===== src/rtl/traffic_monitor.sv =====
// Passive monitor for the car/walker light buses: decodes the codes, measures car phase
// lengths, counts red->green cycles and raises sticky error flags. Drives no lights.
module traffic_monitor #(
   parameter int CNT_W   = 7,
   parameter int MIN_LEN = 2
) (
   input  logic             clk,
   input  logic             reset,
   input  logic             i_enable,
   input  logic             i_clear,
   input  logic [3:0]       i_car_traffic,
   input  logic [1:0]       i_walker_traffic,
   output logic             o_phase_done,
   output logic [3:0]       o_last_phase,
   output logic [CNT_W-1:0] o_last_len,
   output logic [7:0]       o_cycle_cnt,
   output logic             o_err_code,
   output logic             o_err_seq,
   output logic             o_err_short,
   output logic             o_err_conflict
);

   localparam logic [3:0] CAR_NONE   = 4'b0000;
   localparam logic [3:0] CAR_GREEN  = 4'b0001;
   localparam logic [3:0] CAR_LEFT   = 4'b0010;
   localparam logic [3:0] CAR_YELLOW = 4'b0100;
   localparam logic [3:0] CAR_RED    = 4'b1000;

   localparam logic [1:0] WALK_GREEN = 2'b01;
   localparam logic [1:0] WALK_BAD   = 2'b11;

   localparam logic [CNT_W-1:0] LEN_MAX = '1;
   localparam logic [CNT_W-1:0] LEN_MIN = CNT_W'(MIN_LEN);

   logic [3:0]       r_prev;
   logic [CNT_W-1:0] r_len;

   logic       car_legal;
   logic [3:0] cur;
   logic       trans_legal;
   logic       phase_end;
   logic       code_err;
   logic       seq_err;
   logic       short_err;
   logic       conflict_err;
   logic       red_to_green;

   // NOTE: every signal gets a default at the top of always_comb so no path can infer a latch.
   always_comb begin
      car_legal   = 1'b0;
      trans_legal = 1'b0;
      case (i_car_traffic)
         CAR_NONE, CAR_GREEN, CAR_LEFT, CAR_YELLOW, CAR_RED: car_legal = 1'b1;
         default:                                            car_legal = 1'b0;
      endcase

      // An illegal car code is tracked as if the lights were dark.
      cur = car_legal ? i_car_traffic : CAR_NONE;

      case ({r_prev, cur})
         {CAR_GREEN,  CAR_YELLOW},
         {CAR_YELLOW, CAR_LEFT},
         {CAR_YELLOW, CAR_RED},
         {CAR_LEFT,   CAR_YELLOW},
         {CAR_RED,    CAR_GREEN}: trans_legal = 1'b1;
         default:                 trans_legal = 1'b0;
      endcase

      phase_end    = i_enable && (cur != r_prev) && (r_prev != CAR_NONE);
      code_err     = i_enable && (!car_legal || (i_walker_traffic == WALK_BAD));
      seq_err      = phase_end && (cur != CAR_NONE) && !trans_legal;
      short_err    = phase_end && (r_len < LEN_MIN);
      conflict_err = i_enable && (i_walker_traffic == WALK_GREEN) &&
                     ((cur == CAR_GREEN) || (cur == CAR_LEFT));
      red_to_green = i_enable && (r_prev == CAR_RED) && (cur == CAR_GREEN);
   end

   // NOTE: state registers use non-blocking assignments so every flop samples pre-edge values.
   always_ff @(posedge clk) begin
      if (reset) begin
         r_prev         <= CAR_NONE;
         r_len          <= '0;
         o_phase_done   <= 1'b0;
         o_last_phase   <= CAR_NONE;
         o_last_len     <= '0;
         o_cycle_cnt    <= '0;
         o_err_code     <= 1'b0;
         o_err_seq      <= 1'b0;
         o_err_short    <= 1'b0;
         o_err_conflict <= 1'b0;
      end else begin
         // A new error in the same cycle as i_clear wins over the clear.
         o_err_code     <= (o_err_code     & ~i_clear) | code_err;
         o_err_seq      <= (o_err_seq      & ~i_clear) | seq_err;
         o_err_short    <= (o_err_short    & ~i_clear) | short_err;
         o_err_conflict <= (o_err_conflict & ~i_clear) | conflict_err;

         if (i_enable) begin
            r_prev       <= cur;
            o_phase_done <= phase_end;
            if (phase_end) begin
               o_last_phase <= r_prev;
               o_last_len   <= r_len;
            end
            if (cur == CAR_NONE)
               r_len <= '0;
            else if (cur != r_prev)
               r_len <= CNT_W'(1);
            else if (r_len != LEN_MAX)
               r_len <= r_len + CNT_W'(1);
            if (red_to_green)
               o_cycle_cnt <= o_cycle_cnt + 8'd1;
         end else begin
            // Forgetting the previous code means re-enabling never closes a stale phase.
            r_prev       <= CAR_NONE;
            o_phase_done <= 1'b0;
         end
      end
   end

endmodule

===== config.mk =====
export PLATFORM = sky130hd
export DESIGN_NAME = traffic_monitor
export DESIGN_NICKNAME = d
export VERILOG_FILES = /design/src/rtl/traffic_monitor.sv
export SDC_FILE = /design/constraint.sdc
export NUM_CORES = 1
export LEC_CHECK = 0
export CORE_MARGIN = 3
export CORE_UTILIZATION = 49
export DETAILED_ROUTE_END_ITERATION = 12
export PLACE_DENSITY = 0.78
export SKIP_CTS_REPAIR_TIMING = 1
export SLEW_MARGIN = 10
export SYNTH_ARGS = -nofsm -noshare
export SYNTH_HDL_FRONTEND = slang
export SYNTH_SLANG_ARGS = --single-unit
export TNS_END_PERCENT = 20

===== constraint.sdc =====
create_clock -name clk -period 3.4 [get_ports clk]
set_clock_uncertainty 0.05 [all_clocks]
set_input_delay 0.85 -clock clk [delete_from_list [all_inputs] [get_ports clk]]
set_output_delay 0.85 -clock clk [all_outputs]
set_load 0.02 [all_outputs]

==> results.tsv, run 1 <==
stage	metric	value	unit
global_route	pin count of the biggest net entering global routing	24	
logic_synthesis	register area share after synthesis	0.377	
cells_and_area	ANT cells	0	
clocking	H-Tree Depth	2	
timing	Setup TNS	0	ns
routing	vias per inst	5.87	
global_route	initial antenna violation count	0	
worst_setup_path	crit path from	i_car_traffic[2]	
cells_and_area	Layout area overhead	25.6	%
die	Die Wd	67.6	um
clocking	CTS Buf Count	5	
logic_synthesis	Yosys reg bits	35	
placed_design	hpwl dp	3230	um
routing	# DRC	0	
timing	count of final setup violators	0	
logic_synthesis	count leader, synth	dfxtp_1	
routing	routed len/inst	14.5	um
timing	RSZ-0062 raised after global routing	false	
worst_setup_path	FF-to-FF Start	r_prev[2]$_SDFF_PP0_	
clocking	CTS tree	built	
power	switching portion of total power	0.261	
logic_synthesis	Post-synth ARST share	0	
clocking	CTS sink cnt	35	
run_status	outcome	finished clean	
worst_setup_path	crit path capture type	flip-flop	
routing	Post-DRT Antenna Nets	0	
worst_setup_path	WS Path Type	input port to flip-flop	
worst_setup_path	CP Max Fanout	12	
logic_synthesis	Synth cell types	54	
routing	vias	1768	
timing	maximum clock frequency	0.350	GHz
clocking	CTS root buf	clkbuf_8	
flow_run	Max Cap Viol	0	
power	static leakage	0.781	nW
routing	Post-Route WL	4360	um
global_route	number of global-route vias before repair	1571	
logic_synthesis	top cells by count, synth	dfxtp_1, a21oi_1, nand3_1	
worst_setup_path	CP required	3.53	ns
worst_setup_path	startpoint types	input port	
logic_synthesis	post-synth top area share	0.377	
timing	Final Hold Viols	0	
die	Rows	21	
timing	normalized max-slew margin	0.614	
logic_synthesis	Mapped Avg Cell Area	8.57	sq um
power	register share of total power	0.515	
die	core area	3490	sq um
logic_synthesis	warning count from the yosys run	0	
min_path	Tightest Hold Check Type	flip-flop to flip-flop	
die	Initial Util	0.532	
power	VDD IR max	0.256	mV
placed_design	PortBufs	33	
routing	Pre-antenna DRT Iters	4	
logic_synthesis	synth top area cells	dfxtp_1, a21oi_1, nand3_1	
min_path	Hold Startpoint	o_last_phase[1]$_SDFFE_PP0P_	
logic_synthesis	largest area contributor in the synthesized netlist	dfxtp_1	
clocking	clk_lat worst skew	0.29	ns
placed_design	dpl cell area	2250	sq um
cells_and_area	post-route cell area	2330	sq um
power	P_int	0.000602	W
logic_synthesis	Primary FF master, synth	dfxtp_1	
cells_and_area	final core utilization	0.668	
logic_synthesis	cells after synthesis	217	
timing	Max Slew Vio Count	0	
timing	Tmin final	2.86	ns
cells_and_area	Nets	266	
logic_synthesis	Synth Net Count	229	
routing	drt initial violations	70	
logic_synthesis	Post-Syn Area	1860	sq um
power	Comb pwr share	0.128	
die	Die Ht	67.6	um
cells_and_area	fraction of layout cells with a size suffix above 1	0.0980	
placed_design	Final GP Congestion	0.969	
global_route	All-Layer GR Usage	0.206	
clocking	CTS Buffer Depth	2	
clocking	clk slew on worst S/H paths	0.06	ns
global_route	GRT Residual Overflow	0	
die	die area	4570	sq um
power	clock share of power	0.357	
timing	Final Cycle Share	0.841	
power	Psw	0.000213	W
global_route	first-pass GRT wire length	7090	um
logic_synthesis	Post-synth EDFFs	0	
power	PD cells	349	nW/um^2
timing	slew of the pin with the lowest slew margin	0.578	ns
worst_setup_path	CP arrival	2.99	ns
die	Ports	34	
-- per-layer routing --
metal / vias up / wire length (um) / global-route usage
met2: 62 / 2060 / 0.329
met5: - / 0 / 0
met3: 7 / 305 / 0.0649
li1: 888 / - / -
met4: 0 / 55 / 0.0810
met1: 811 / 1940 / 0.256
-- cells by family (layout without fill, tap and decap cells) --
kind of cell             after synthesis  in the layout  synth area share
buffers and inverters                 22             60            0.0511
flip-flops                            35             35             0.377
adder cells (fa/ha/maj)                2              2            0.0135
XOR/XNOR                               9              9            0.0424
AND/OR/NAND/NOR                       78             78             0.236
AO/OA/AOI/OAI                         67             67             0.258
multiplexers                           4              4            0.0215
-- sequential cells by signal, summed over array words and instances, names as in the netlist --
signal	cells
o_cycle_cnt	8
o_err_conflict	1
o_last_len	7
o_err_code	1
o_last_phase	4
r_len	7
o_err_seq	1
o_phase_done	1
o_err_short	1
r_prev	4
-- critical path, stage by stage --
cell and delay [ns]:
clkdlybuf4s50_1 0.61, or4b_4 0.60, o22ai_1 0.22, o32a_1 0.36, nor2_1 0.15, a22o_1 0.19
-- cell usage in the layout, fill, tap and decap left out, drive strengths merged, types with 3 or more instances in the layout --
master,netlist,final
o21ai,14,14
nand2,8,8
mux2i,4,4
inv,10,10
nand4,4,4
nor3,4,4
o211ai,6,6
nand3,17,17
and3,4,4
buf,6,8
clkdlybuf4s50,0,33
a22o,4,4
a21oi,22,22
nor2,17,17
o21a,3,3
nor4b,3,3
nor4,3,3
or2,4,4
clkbuf,5,7
dfxtp,35,35
xnor2,7,7
-- path summary, 6_finish.rpt --
| check | end | slack (ns) | depth (start not counted) |
|---|---|---|---|
| setup / recovery | o_last_phase[3]$_SDFFE_PP0P_ | 0.54 | 6 |
| hold / removal | o_last_phase[1]$_SDFFE_PP0P_ | 0.43 | 1 |
| setup reg to reg | r_len[0]$_SDFFE_PP0P_ | 1.30 | 5 |
| hold reg to reg | o_last_phase[1]$_SDFFE_PP0P_ | 0.43 | 1 |
-- metrics by stage --
step / setup slack (ns) / hold slack, ns / instances / power [W]
after floorplan: 0.910 / 0.419 / 217 / 0.000498
after global placement: 0.297 / 0.413 / 293 / 0.000531
after detailed placement: 0.265 / 0.416 / 293 / 0.000532
after CTS: 0.557 / 0.427 / 301 / 0.000819
after global routing: 0.340 / 0.436 / 301 / 0.000848
final: 0.541 / 0.428 / 301 / 0.000815
-- area by class of cell --
type	count	area [sq um]
Tap cell	46	57.6
Multi-Input combinational cell	160	1060
Inverter	11	41.3
Clock inverter	1	5.00
Timing Repair Buffer	41	390
Clock buffer	7	76.3
Sequential cell	35	701
Fill cell	299	1160
-- power by group through the flow --
stage | registers (W) | clock network, W | logic (W)
after floorplan | 0.000430 | 0 | 0.0000679
after global placement | 0.000429 | 0 | 0.000102
after detailed placement | 0.000429 | 0 | 0.000103
after CTS | 0.000420 | 0.000296 | 0.000103
after global routing | 0.000421 | 0.000313 | 0.000114
final | 0.000420 | 0.000290 | 0.000104
(Power assumes the default switching activity.)
==> run 2, diff against run 1 <==
CORE_UTILIZATION = 47   (was 49)
PLACE_DENSITY = 0.79   (was 0.78)
clock period = 2.4 ns   (was 3.4 ns; I/O delays follow)
==> run 2 against run 1 <==
Critical endpoint is now r_len[5]$_SDFFE_PP0P_; sequential share of layout area is 3.2 points lower; highest routed layer unchanged; worst hold slack lost 0.0025 ns; clock-buffer cell count did not move.
==> results.tsv, run 2 (same netlist as run 1, synthesis figures left out) <==
stage	metric	value	unit
timing	slew of the pin with the lowest slew margin	0.520	ns
placed_design	Final GP Congestion	0.890	
worst_setup_path	RR Endpoint	r_len[1]$_SDFFE_PP0P_	
routing	routed len/inst	15.5	um
placed_design	PortBufs	33	
timing	setup slack after layout	0.242	ns
cells_and_area	Nets	292	
worst_setup_path	FF-to-FF Start	r_prev[2]$_SDFF_PP0_	
cells_and_area	most common cell after layout, fill and taps aside	dfxtp_1	
placed_design	Setup Slack @ Placement	-0.351	ns
timing	normalized max-slew margin	0.651	
timing	Max Slew Vio Count	0	
routing	Post-Route WL	5110	um
timing	Tmin final	2.16	ns
die	Initial Util	0.497	
clocking	CTS root buf	clkbuf_8	
routing	vias	1910	
worst_setup_path	startpoint types	input port	
clocking	CTS tree	built	
worst_setup_path	CP Max Fanout	8	
global_route	first-pass GRT wire length	8090	um
routing	Post-DRT Antenna Nets	0	
power	PD cells	458	nW/um^2
flow_run	Max Cap Viol	0	
routing	# DRC	0	
die	Die Wd	68.9	um
clocking	clk_lat worst skew	0.28	ns
cells_and_area	most frequent cells in the layout	dfxtp_1, buf_4, clkdlybuf4s50_1	
die	Die Ht	68.9	um
routing	drt initial violations	169	
worst_setup_path	crit path capture type	flip-flop	
die	die area	4750	sq um
worst_setup_path	CP required	2.56	ns
routing	vias per inst	5.81	
worst_setup_path	CP arrival	2.32	ns
die	core area	3740	sq um
global_route	pin count of the biggest net entering global routing	24	
cells_and_area	fraction of layout cells with a size suffix above 1	0.203	
run_status	outcome	finished clean	
power	VDD IR max	0.366	mV
die	Rows	22	
power	static leakage	0.957	nW
min_path	Tightest Hold Check Type	flip-flop to flip-flop	
cells_and_area	ANT cells	0	
placed_design	placed cells	318	
worst_setup_path	WS Path Type	input port to flip-flop	
min_path	hold path cells	2	
timing	count of final setup violators	0	
cells_and_area	Largest register FFs	8	
worst_setup_path	r2r setup slk	0.33	ns
global_route	number of global-route vias before repair	1759	
global_route	initial antenna violation count	0	
timing	Final Cycle Share	0.899	
routing	Pre-antenna DRT Iters	5	
global_route	All-Layer GR Usage	0.226	
timing	Final Hold Viols	0	
timing	Setup TNS	0	ns
worst_setup_path	R2R cell count	6	
min_path	Hold Startpoint	o_err_short$_SDFF_PP0_	
placed_design	hpwl dp	3680	um
cells_and_area	Layout area overhead	40.6	%
clocking	CTS Buffer Depth	2	
global_route	GRT Residual Overflow	0	
cells_and_area	fill count	299	
min_path	Hold EP	o_err_short$_SDFF_PP0_	
cells_and_area	most flop-heavy register	o_cycle_cnt	
clocking	H-Tree Depth	2	
timing	RSZ-0062 raised after global routing	false	
clocking	CTS sink cnt	35	
cells_and_area	final non-filler cell total	329	
clocking	CTS Buf Count	5	
timing	maximum clock frequency	0.463	GHz
clocking	clk slew on worst S/H paths	0.07	ns
die	Ports	34	
cells_and_area	Largest regs	o_cycle_cnt (8), o_last_len (7), r_len (7)	
==> run 2: cell count changes in the layout (fill, tap and decap cells not counted), sizes merged <==
cell           previous run  this run
buf                       8        33
dlymetal6s2s              0         4
a32oi                     2         3
clkdlybuf4s50            33        29
==> run 2: final cells by class <==
cell class              instances  area [sq um]  share of cell area
repair buffers                 66           617               0.236
well taps                      48          60.1              0.0230
clock buffers                   7          76.3              0.0292
flip-flops and latches         35           701               0.268
multi-input cells             161          1110               0.426
clock inverters                 1          5.00             0.00191
inverters                      11          41.3              0.0158
==> run 2: critical path, stage by stage <==
cell and delay [ns]:
dlymetal6s2s_1 0.19, buf_4 0.20, or2_2 0.32, o21ai_2 0.16, nand4_1 0.25, buf_4 0.23
a21oi_1 0.17, mux2i_1 0.20
==> run 2: stage by stage <==
stage | area, sq um | power [W] | utilization | hold slack (ns)
after floorplan | 1860 | 0.000705 | - | 0.419
after global placement | 2450 | 0.000791 | 0.655 | 0.411
after detailed placement | 2450 | 0.000793 | 0.655 | 0.417
after CTS | 2530 | 0.00119 | 0.677 | 0.427
after global routing | 2620 | 0.00124 | 0.699 | 0.446
final | 2620 | 0.00120 | 0.699 | 0.425
==> run 2: power by group <==
group / leakage, nW / total (W) / switching (W) / internal (W)
logic: 0.632 / 0.000202 / 0.000102 / 0.0000996
registers: 0.283 / 0.000595 / 0.00000776 / 0.000587
clock network: 0.0422 / 0.000402 / 0.000199 / 0.000203
total: 0.957 / 0.00120 / 0.000309 / 0.000890
==> run 2: how the worst max path moves through the flow <==
stage / from / endpoint / cells past startpoint
global route: i_car_traffic[3] / r_len[5]$_SDFFE_PP0P_ / 8
detailed placement: i_car_traffic[3] / r_len[0]$_SDFFE_PP0P_ / 6
global placement: i_car_traffic[3] / r_len[1]$_SDFFE_PP0P_ / 6
CTS: i_car_traffic[3] / r_len[0]$_SDFFE_PP0P_ / 6
floorplan: i_car_traffic[0] / r_len[1]$_SDFFE_PP0P_ / 6
finish: i_car_traffic[3] / r_len[5]$_SDFFE_PP0P_ / 8
==> run 2: metal layers <==
layer	routed length [um]	up-vias	global-route usage	share of wire
li1	-	944	-	-
met3	255	6	0.0486	0.050
met4	61	0	0.0900	0.012
met1	2280	911	0.297	0.45
met2	2510	49	0.360	0.49
met5	0	-	0	0
==> run 3, diff against run 2 <==
SLEW_MARGIN = 5   (was 10)
TNS_END_PERCENT = unset   (was 20)
==> results of run 3 <==
Final layout, timing and power as in run 2 (identical DEF).
